### src/rtl/div_clk_monitor.sv
// ---------------------------------------------------------------------------
// div_clk_monitor
//
// Watches the divided clock produced by the programmable clock divider. The
// divided clock is sampled as ordinary data in the source clock domain (it is
// generated from clk, so no synchronizer is needed).
//
// Outputs:
//   - single-cycle rise/fall ticks for logic clocked by clk
//   - high, low and full-period lengths, in source-clock samples
//   - a lock indication after LOCK_CNT identical measurements in a row
//   - a sticky timeout flag when a phase outlasts the run counter
//
// Parameters:
//   CNT_W    width of the run counter and of high_len/low_len
//   LOCK_CNT identical consecutive measurements needed for lock (1..15)
//
// Ports:
//   clk         source clock
//   rst_n       asynchronous active-low reset
//   en          monitor enable; low returns the monitor to idle on the next edge
//   div_clk     divided clock, sampled as data
//   rise_tick   one-cycle pulse per detected 0->1 of div_clk
//   fall_tick   one-cycle pulse per detected 1->0 of div_clk
//   high_len    last complete high-phase length
//   low_len     last complete low-phase length
//   period_len  high_len + low_len of the last complete period
//   meas_valid  one-cycle pulse when the three lengths update
//   locked      measurement stable
//   timeout     sticky: a phase exceeded the counter range (cleared by en=0)
// ---------------------------------------------------------------------------
module div_clk_monitor #(
    parameter int CNT_W    = 8,
    parameter int LOCK_CNT = 2
) (
    input  logic             clk,
    input  logic             rst_n,
    input  logic             en,
    input  logic             div_clk,
    output logic             rise_tick,
    output logic             fall_tick,
    output logic [CNT_W-1:0] high_len,
    output logic [CNT_W-1:0] low_len,
    output logic [CNT_W:0]   period_len,
    output logic             meas_valid,
    output logic             locked,
    output logic             timeout
);

    localparam logic [1:0] ST_IDLE = 2'd0;
    localparam logic [1:0] ST_ARM  = 2'd1;
    localparam logic [1:0] ST_HIGH = 2'd2;
    localparam logic [1:0] ST_LOW  = 2'd3;

    localparam logic [CNT_W-1:0] RUN_MAX  = '1;
    localparam logic [CNT_W-1:0] RUN_ONE  = {{(CNT_W-1){1'b0}}, 1'b1};
    localparam logic [3:0]       LOCK_TGT = 4'(LOCK_CNT);

    logic [1:0]       state_reg,      state_next;
    logic             s_reg;
    logic [CNT_W-1:0] run_reg,        run_next;
    logic [CNT_W-1:0] hi_tmp_reg,     hi_tmp_next;
    logic [CNT_W-1:0] high_len_reg,   high_len_next;
    logic [CNT_W-1:0] low_len_reg,    low_len_next;
    logic [CNT_W:0]   period_len_reg, period_len_next;
    logic [3:0]       match_reg,      match_next;
    logic             locked_reg,     locked_next;
    logic             timeout_reg,    timeout_next;
    logic             mv_reg,         mv_next;
    logic             rise_tick_reg,  rise_tick_next;
    logic             fall_tick_reg,  fall_tick_next;

    logic             rise;
    logic             fall;
    logic             same_meas;
    logic [3:0]       match_upd;

    // Edge detection against the previous sample.
    assign rise = div_clk & ~s_reg;
    assign fall = ~div_clk & s_reg;

    // The period being closed equals the previously published one. A zero
    // match count means nothing has been measured since arming, so the stale
    // lengths left over from an earlier run must not count as a match.
    assign same_meas = (match_reg != 4'd0)
                    && (hi_tmp_reg == high_len_reg)
                    && (run_reg == low_len_reg);

    always_comb begin
        state_next      = state_reg;
        run_next        = run_reg;
        hi_tmp_next     = hi_tmp_reg;
        high_len_next   = high_len_reg;
        low_len_next    = low_len_reg;
        period_len_next = period_len_reg;
        match_next      = match_reg;
        locked_next     = locked_reg;
        timeout_next    = timeout_reg;
        mv_next         = 1'b0;
        rise_tick_next  = rise & (state_reg != ST_IDLE);
        fall_tick_next  = fall & (state_reg != ST_IDLE);
        match_upd       = 4'd1;

        if (!en) begin
            // Disable dominates everything, including a phase ending this
            // cycle. The published lengths are deliberately kept.
            state_next     = ST_IDLE;
            run_next       = '0;
            match_next     = 4'd0;
            locked_next    = 1'b0;
            timeout_next   = 1'b0;
            rise_tick_next = 1'b0;
            fall_tick_next = 1'b0;
        end else begin
            case (state_reg)
                ST_IDLE: begin
                    state_next = ST_ARM;
                end
                ST_ARM: begin
                    // Whatever phase was in progress at arming is discarded;
                    // measurement starts on a clean rising edge.
                    if (rise) begin
                        state_next = ST_HIGH;
                        run_next   = RUN_ONE;
                    end
                end
                ST_HIGH: begin
                    if (fall) begin
                        hi_tmp_next = run_reg;
                        run_next    = RUN_ONE;
                        state_next  = ST_LOW;
                    end else if (div_clk) begin
                        if (run_reg == RUN_MAX) begin
                            timeout_next = 1'b1;
                            locked_next  = 1'b0;
                            match_next   = 4'd0;
                            run_next     = '0;
                            state_next   = ST_ARM;
                        end else begin
                            run_next = run_reg + RUN_ONE;
                        end
                    end
                end
                ST_LOW: begin
                    if (rise) begin
                        high_len_next   = hi_tmp_reg;
                        low_len_next    = run_reg;
                        period_len_next = {1'b0, hi_tmp_reg} + {1'b0, run_reg};
                        mv_next         = 1'b1;
                        run_next        = RUN_ONE;
                        state_next      = ST_HIGH;
                        if (same_meas) begin
                            match_upd = (match_reg >= LOCK_TGT) ? LOCK_TGT
                                                                : match_reg + 4'd1;
                        end else begin
                            match_upd = 4'd1;
                        end
                        match_next  = match_upd;
                        locked_next = (match_upd == LOCK_TGT);
                    end else if (!div_clk) begin
                        if (run_reg == RUN_MAX) begin
                            timeout_next = 1'b1;
                            locked_next  = 1'b0;
                            match_next   = 4'd0;
                            run_next     = '0;
                            state_next   = ST_ARM;
                        end else begin
                            run_next = run_reg + RUN_ONE;
                        end
                    end
                end
                default: begin
                    state_next = ST_IDLE;
                end
            endcase
        end
    end

    always_ff @(posedge clk or negedge rst_n) begin
        if (!rst_n) begin
            state_reg      <= ST_IDLE;
            s_reg          <= 1'b0;
            run_reg        <= '0;
            hi_tmp_reg     <= '0;
            high_len_reg   <= '0;
            low_len_reg    <= '0;
            period_len_reg <= '0;
            match_reg      <= 4'd0;
            locked_reg     <= 1'b0;
            timeout_reg    <= 1'b0;
            mv_reg         <= 1'b0;
            rise_tick_reg  <= 1'b0;
            fall_tick_reg  <= 1'b0;
        end else begin
            state_reg      <= state_next;
            s_reg          <= div_clk;
            run_reg        <= run_next;
            hi_tmp_reg     <= hi_tmp_next;
            high_len_reg   <= high_len_next;
            low_len_reg    <= low_len_next;
            period_len_reg <= period_len_next;
            match_reg      <= match_next;
            locked_reg     <= locked_next;
            timeout_reg    <= timeout_next;
            mv_reg         <= mv_next;
            rise_tick_reg  <= rise_tick_next;
            fall_tick_reg  <= fall_tick_next;
        end
    end

    assign rise_tick  = rise_tick_reg;
    assign fall_tick  = fall_tick_reg;
    assign high_len   = high_len_reg;
    assign low_len    = low_len_reg;
    assign period_len = period_len_reg;
    assign meas_valid = mv_reg;
    assign locked     = locked_reg;
    assign timeout    = timeout_reg;

endmodule

### config.mk
export PLATFORM = sky130hd
export DESIGN_NAME = div_clk_monitor
export DESIGN_NICKNAME = d
export VERILOG_FILES = /design/src/rtl/div_clk_monitor.sv
export SDC_FILE = /design/constraint.sdc
export NUM_CORES = 1
export LEC_CHECK = 0
export CORE_UTILIZATION = 45
export CTS_CLUSTER_SIZE = 30
export DETAILED_ROUTE_END_ITERATION = 10
export PLACE_DENSITY = 0.7
export SLEW_MARGIN = 20
export SYNTH_ARGS = -nofsm -noshare
export SYNTH_HDL_FRONTEND = slang
export SYNTH_SLANG_ARGS = --single-unit
### constraint.sdc
create_clock -name clk -period 2 [get_ports clk]
set_input_delay 0.4 -clock clk [delete_from_list [all_inputs] [get_ports clk]]
set_output_delay 0.4 -clock clk [all_outputs]
set_load 0.01 [all_outputs]
==> results of run 1 <==
-- logic make-up (layout without fill, tap and decap cells) --
logic type | after synthesis | count (layout)
flops | 53 | 53
xor+xnor | 19 | 19
buf+inv | 27 | 80
fa+ha+maj | 13 | 13
mux | 9 | 9
simple gates | 111 | 111
compound gates | 70 | 70
-- final cells by class --
cell class / instances / share of cell area [%]
Multi-Input combinational cell: 222 / 41.41
Tap cell: 77 / 2.652
Inverter: 12 / 1.240
Sequential cell: 53 / 36.51
Clock inverter: 2 / 1.033
Clock buffer: 6 / 2.274
Timing Repair Buffer: 60 / 14.88
-- power groups by stage --
stage	logic, W	clock network (W)	registers, W
after floorplan	0.0000864	0	0.00113
after global placement	0.000163	0	0.00113
after detailed placement	0.000164	0	0.00113
after CTS	0.000165	0.000787	0.00111
after global routing	0.000188	0.000831	0.00112
final	0.000169	0.000767	0.00111
-- through the flow --
step,power [W],worst slack [ns]
2_1_floorplan,0.001213,0.2547
3_3_place_gp,0.001295,-0.06331
3_5_place_dp,0.001296,-0.07752
4_1_cts,0.002063,0.01415
5_1_grt,0.002136,0.01693
6_report,0.002050,0.1011
-- repair_timing --
action                     4_1_cts  5_1_grt
resized for setup                0        6
setup buffers                    0        3
setup endpoints to repair        0        7
-- critical path, delay by kind of cell, from the launching register on --
kind                       cells  cell delay, ns
AOI/OAI and AO/OA              3            0.42
adders and majority gates      2            0.54
buffers and inverters          2            0.18
DFF                            1            0.48
and+or+nand+nor                1            0.16
-- cell usage after synthesis, drive strengths merged (3+ instances only) --
library cell | instances | area, um^2
a211oi | 4 | 30.03
a21oi | 8 | 40.04
a31oi | 4 | 25.02
and3 | 3 | 18.77
buf | 11 | 83.82
clkbuf | 4 | 15.01
dfrtp | 53 | 1326
ha | 12 | 150.1
inv | 12 | 45.04
mux2 | 6 | 67.56
mux2i | 3 | 30.03
nand2 | 61 | 229.0
nand3 | 13 | 65.06
nor2 | 9 | 33.78
nor2b | 4 | 25.02
nor3 | 6 | 30.03
nor4b | 3 | 26.28
o211ai | 5 | 37.54
o21a | 6 | 45.04
o21ai | 20 | 100.1
xnor2 | 3 | 33.79
xor2 | 16 | 140.1
-- worst min-delay path by stage --
stage / start / to / slack (ns)
floorplan: rst_n / fall_tick / 0.10
global placement: rst_n / match_reg[0] / 0.42
detailed placement: rst_n / locked / 0.42
CTS: rst_n / match_reg[1] / 0.07
global route: rst_n / match_reg[1] / 0.08
finish: rst_n / match_reg[1] / 0.06
-- per-layer routing --
| layer | routed length [um] | track usage [%] | vias up |
|---|---|---|---|
| met1 | 3348 | 29.90 | 1175 |
| met4 | 75 | 5.486 | 0 |
| li1 | - | - | 1164 |
| met5 | 0 | 0 | - |
| met2 | 3082 | 32.12 | 66 |
| met3 | 210 | 2.684 | 6 |
==> impl_metrics.ini, run 1 <==
[outcome]
status = finished, final reports clean

[place]
dp_hpwl_um = 4733
dp_cells = 421
port_buffers = 33
gp_congestion = 0.8632
post_dp_cell_area_mm2 = 0.003461

[worst_setup_path]
slowest_stage = dfrtp_1
crit_chain = ha_4 > inv_1 > fa_2 > nor2b_1 > o31a_1 > buf_4 > a211oi_1 > a21o_1
crit_end = period_len[4]
reg2reg_from = run_reg[0]
crit_start = run_reg[0]
ff2ff_path_depth = 8
slowest_delay_ns = 0.48
worstPathRequired_ns = 2.20
endpoint_kind = flip-flop
r2r_end = period_len[4]
critPathKind = flip-flop to flip-flop
cp_max_fo = 4
start_kind = flip-flop
r2r_setup_slack_ns = 0.10
cp.arrival_ns = 2.10

[finish]
finalNonFillerCells = 432
multi_input_area_mm2 = 0.001504
antennaDiodeCount = 0
stdcell_area_mm2 = 0.003632
fillerInstances = 559
final_nets = 371
post-route-util_pct = 57.20
largest_reg_flops = 9
mostFrequentLayoutCells = 61 x nand2_1, 53 x dfrtp_1, 32 x clkdlybuf4s50_1
syn_to_final_growth_pct = 23.32
layout-drive-gt1-share_pct = 16.06
final_common_cell = nand2_1
final-seq-area_mm2 = 0.001326

[yosys]
syn_inst = 302
synth-simple-area-share_pct = 17.84
synth_compound_area_share_pct = 17.25
synthAdderAreaFrac_pct = 5.777
synthMuxAreaShare_pct = 3.314
async_flop_share_pct = 100.0
synth_cell_types = 53
ys.flop_type = dfrtp_1
synth_enable_flop_cells = 0
syn-num-nets = 319
synthXorXnorAreaFrac_pct = 5.905
synth_top_family_by_area = simple AND/OR/NAND/NOR gates
synth-seq-area-share_pct = 45.03
syn_avg_cell_area_um2 = 9.753
synth_area_mm2 = 0.002945
yosysWarnings = 0
ys_ff_latch = 53

[sta]
worst_pin_slew_ns = 0.4603
fin_crit_sh_pct = 94.95
period_needed_ns = 1.899
setup_viol = 0
finClkSkew_ns = 0.01479
holdWs_ns = 0.06494
max_freq_ghz = 0.5266
relSlewSlack_pct = 69.31
maxSlewViolCount = 0
hold_viol = 0
tns_ns = 0
rsz0062_at_grt = false

[detailed_routing]
viasPerCell = 5.581
wl_um = 6716
drcViolationCount = 0
wl_per_cell_um = 15.55
drtIter0Drc = 208
antenna_left = 0
first_pass_iters = 5
vias = 2411

[cts]
h-tree-depth = 2
clockRootBuffer = clkbuf_8
ctsHoldBuffers = 0
clock_path_buffers = 2
cts_tree = yes
cts.sinks = 53
clock_latency_ns = 0.31
clk_pin_slew_ns = 0.11
cts_buffers = 5

[floorplan]
start_util_pct = 46.38
coreArea_mm2 = 0.006350
num_rows = 29
fp.dieW_um = 82.90
die_area_mm2 = 0.006872
dieHeight_um = 82.90
ioPinCount = 34

[global_routing]
grt_pass1_vias = 2217
grt-ovfl-total = 0
grt_pass1_wl_um = 11270
grt_use_total_pct = 20.46
grt_max_degree = 54
antenna_found_initial = 0

[power]
power_density_mw_per_mm2 = 564.4
intPower_w = 0.001570
p_sw_w = 0.0004800
vdd_drop_max_uv = 417.2
power.share.combinational_pct = 8.3
sequentialPowerShare_pct = 54.3
power.leakage_nw = 1.781
p_sw_share_pct = 23.42
pwr-share-clk_pct = 37.4

[run]
drv_cap = 0

[min_path]
hp-class = primary input to async pin
(Power assumes the default switching activity.)
==> run 2, diff against run 1 <==
--- a/config.mk
+++ b/config.mk
@@ -8,7 +8,7 @@
 export CORE_UTILIZATION = 45
 export CTS_CLUSTER_SIZE = 30
 export DETAILED_ROUTE_END_ITERATION = 10
-export PLACE_DENSITY = 0.7
+export PLACE_DENSITY = 0.72
 export SLEW_MARGIN = 20
 export SYNTH_ARGS = -nofsm -noshare
 export SYNTH_HDL_FRONTEND = slang
==> impl_metrics.ini, run 2 (synthesis results as in run 1) <==
[finish]
mostFrequentLayoutCells = 61 x nand2_1, 52 x dfrtp_1, 32 x clkdlybuf4s50_1
final_common_cell = nand2_1
stdcell_area_mm2 = 0.003641
final-seq-area_mm2 = 0.001328
antennaDiodeCount = 0
layout-drive-gt1-share_pct = 16.06
post-route-util_pct = 57.34
syn_to_final_growth_pct = 23.62
largest_reg_flops = 9
multi_input_area_mm2 = 0.001494
fillerInstances = 551
final_nets = 371

[detailed_routing]
antenna_left = 0
drtIter0Drc = 137
wl_per_cell_um = 15.79
first_pass_iters = 4
viasPerCell = 5.477
wl_um = 6821
drcViolationCount = 0
vias = 2366

[worst_setup_path]
ff2ff_path_depth = 6
crit_chain = buf_4 > ha_1 > and3_1 > a311oi_4 > a41oi_1 > a31oi_1
r2r_end = run_reg[3]
crit_start = run_reg[0]
worstPathRequired_ns = 2.24
cp.arrival_ns = 2.16
r2r_setup_slack_ns = 0.08
endpoint_kind = flip-flop
reg2reg_from = run_reg[0]
slowest_stage = dfrtp_1
cp_max_fo = 7
slowest_delay_ns = 0.44
critPathKind = flip-flop to flip-flop
start_kind = flip-flop

[global_routing]
grt_use_total_pct = 21.06
antenna_found_initial = 0
grt_pass1_vias = 2309
grt_pass1_wl_um = 11590
grt-ovfl-total = 0
grt_max_degree = 54

[floorplan]
start_util_pct = 46.38
coreArea_mm2 = 0.006350
die_area_mm2 = 0.006872
fp.dieW_um = 82.90
dieHeight_um = 82.90
ioPinCount = 34
num_rows = 29

[sta]
fin_crit_sh_pct = 96.07
period_needed_ns = 1.921
maxSlewViolCount = 0
max_freq_ghz = 0.5205
relSlewSlack_pct = 69.09
hold_viol = 0
worst_pin_slew_ns = 0.4637
setup_viol = 0
rsz0062_at_grt = true
finClkSkew_ns = 0.009757

[cts]
clockRootBuffer = clkbuf_8
cts_buffers = 5
clock_latency_ns = 0.32
h-tree-depth = 2
clock_path_buffers = 2
ctsHoldBuffers = 0
cts_tree = yes
clk_pin_slew_ns = 0.11
cts.sinks = 53

[place]
gp_congestion = 0.8745
dp_hpwl_um = 4863
post_dp_cell_area_mm2 = 0.003483
port_buffers = 33

[power]
power_density_mw_per_mm2 = 596.5
vdd_drop_max_uv = 353.5
power.leakage_nw = 1.783

[outcome]
status = finished, final reports clean

[min_path]
hp-class = primary input to async pin

[run]
drv_cap = 0
[run 2: cell count changes in the layout (fill, tap and decap cells not counted), sizes merged]
cell,previous run,this run
inv,12,13
bufinv,1,2
clkbuf,6,5
clkinvlp,1,0
[run 2: worst max-delay path, delay by kind of cell (launching register included)]
kind | cells | cell delay (ns)
AOI/OAI and AO/OA | 3 | 0.73
DFF | 1 | 0.44
and+or+nand+nor | 1 | 0.26
adders and majority gates | 1 | 0.23
buffers and inverters | 1 | 0.18
[run 2: worst max path at each step]
stage,depth (start not counted),end,slack [ns]
3_5_place_dp,6,run_reg[3],-0.09
4_1_cts,7,period_len[8],0.04
5_1_grt,5,period_len[7],-0.007
3_3_place_gp,6,run_reg[3],-0.05
6_report,6,run_reg[3],0.08
2_1_floorplan,7,period_len[8],0.25
[run 2: area by class of cell]
type,instances,share of cell area (%)
clock buffer,5,1.890
clock inverter,3,1.890
inverter,12,1.237
multi-input combinational,222,41.03
sequential,53,36.46
tap,77,2.646
timing repair buffer,60,14.85
[run 2: power by group]
part           switching [W]  leakage, nW  total (W)  internal [W]
combinational      0.0000938        0.982   0.000167     0.0000736
clock               0.000389       0.0687   0.000893      0.000504
sequential         0.0000244        0.732    0.00111       0.00109
[run 2: timing repair]
action | in CTS | in global routing
resized for setup | 0 | 6
endpoints found under the setup margin | 0 | 3
buffers inserted | 0 | 0
[run 2: metal layers]
layer  vias up  global-route usage, %  part of all wire, %
met2        69                  34.35                   48
met1      1128                  28.52                   45
met4         0                  7.680                  1.3
met3         8                  3.181                  5.1
met5         -                      0                    0
li1       1161                      -                    -
[run 2: through the flow]
step	total power (W)	std cells	worst slack [ns]	setup TNS, ns	hold slack, ns
finish	0.002172	432	0.07868	0	0.05430
global route	0.002245	432	-0.007461	-0.007461	0.07903
CTS	0.002183	432	0.03733	0	0.06819
detailed placement	0.001297	424	-0.08875	-0.3744	0.4176
global placement	0.001295	424	-0.05148	-0.07571	0.4181
floorplan	0.001213	302	0.2547	0	0.1044
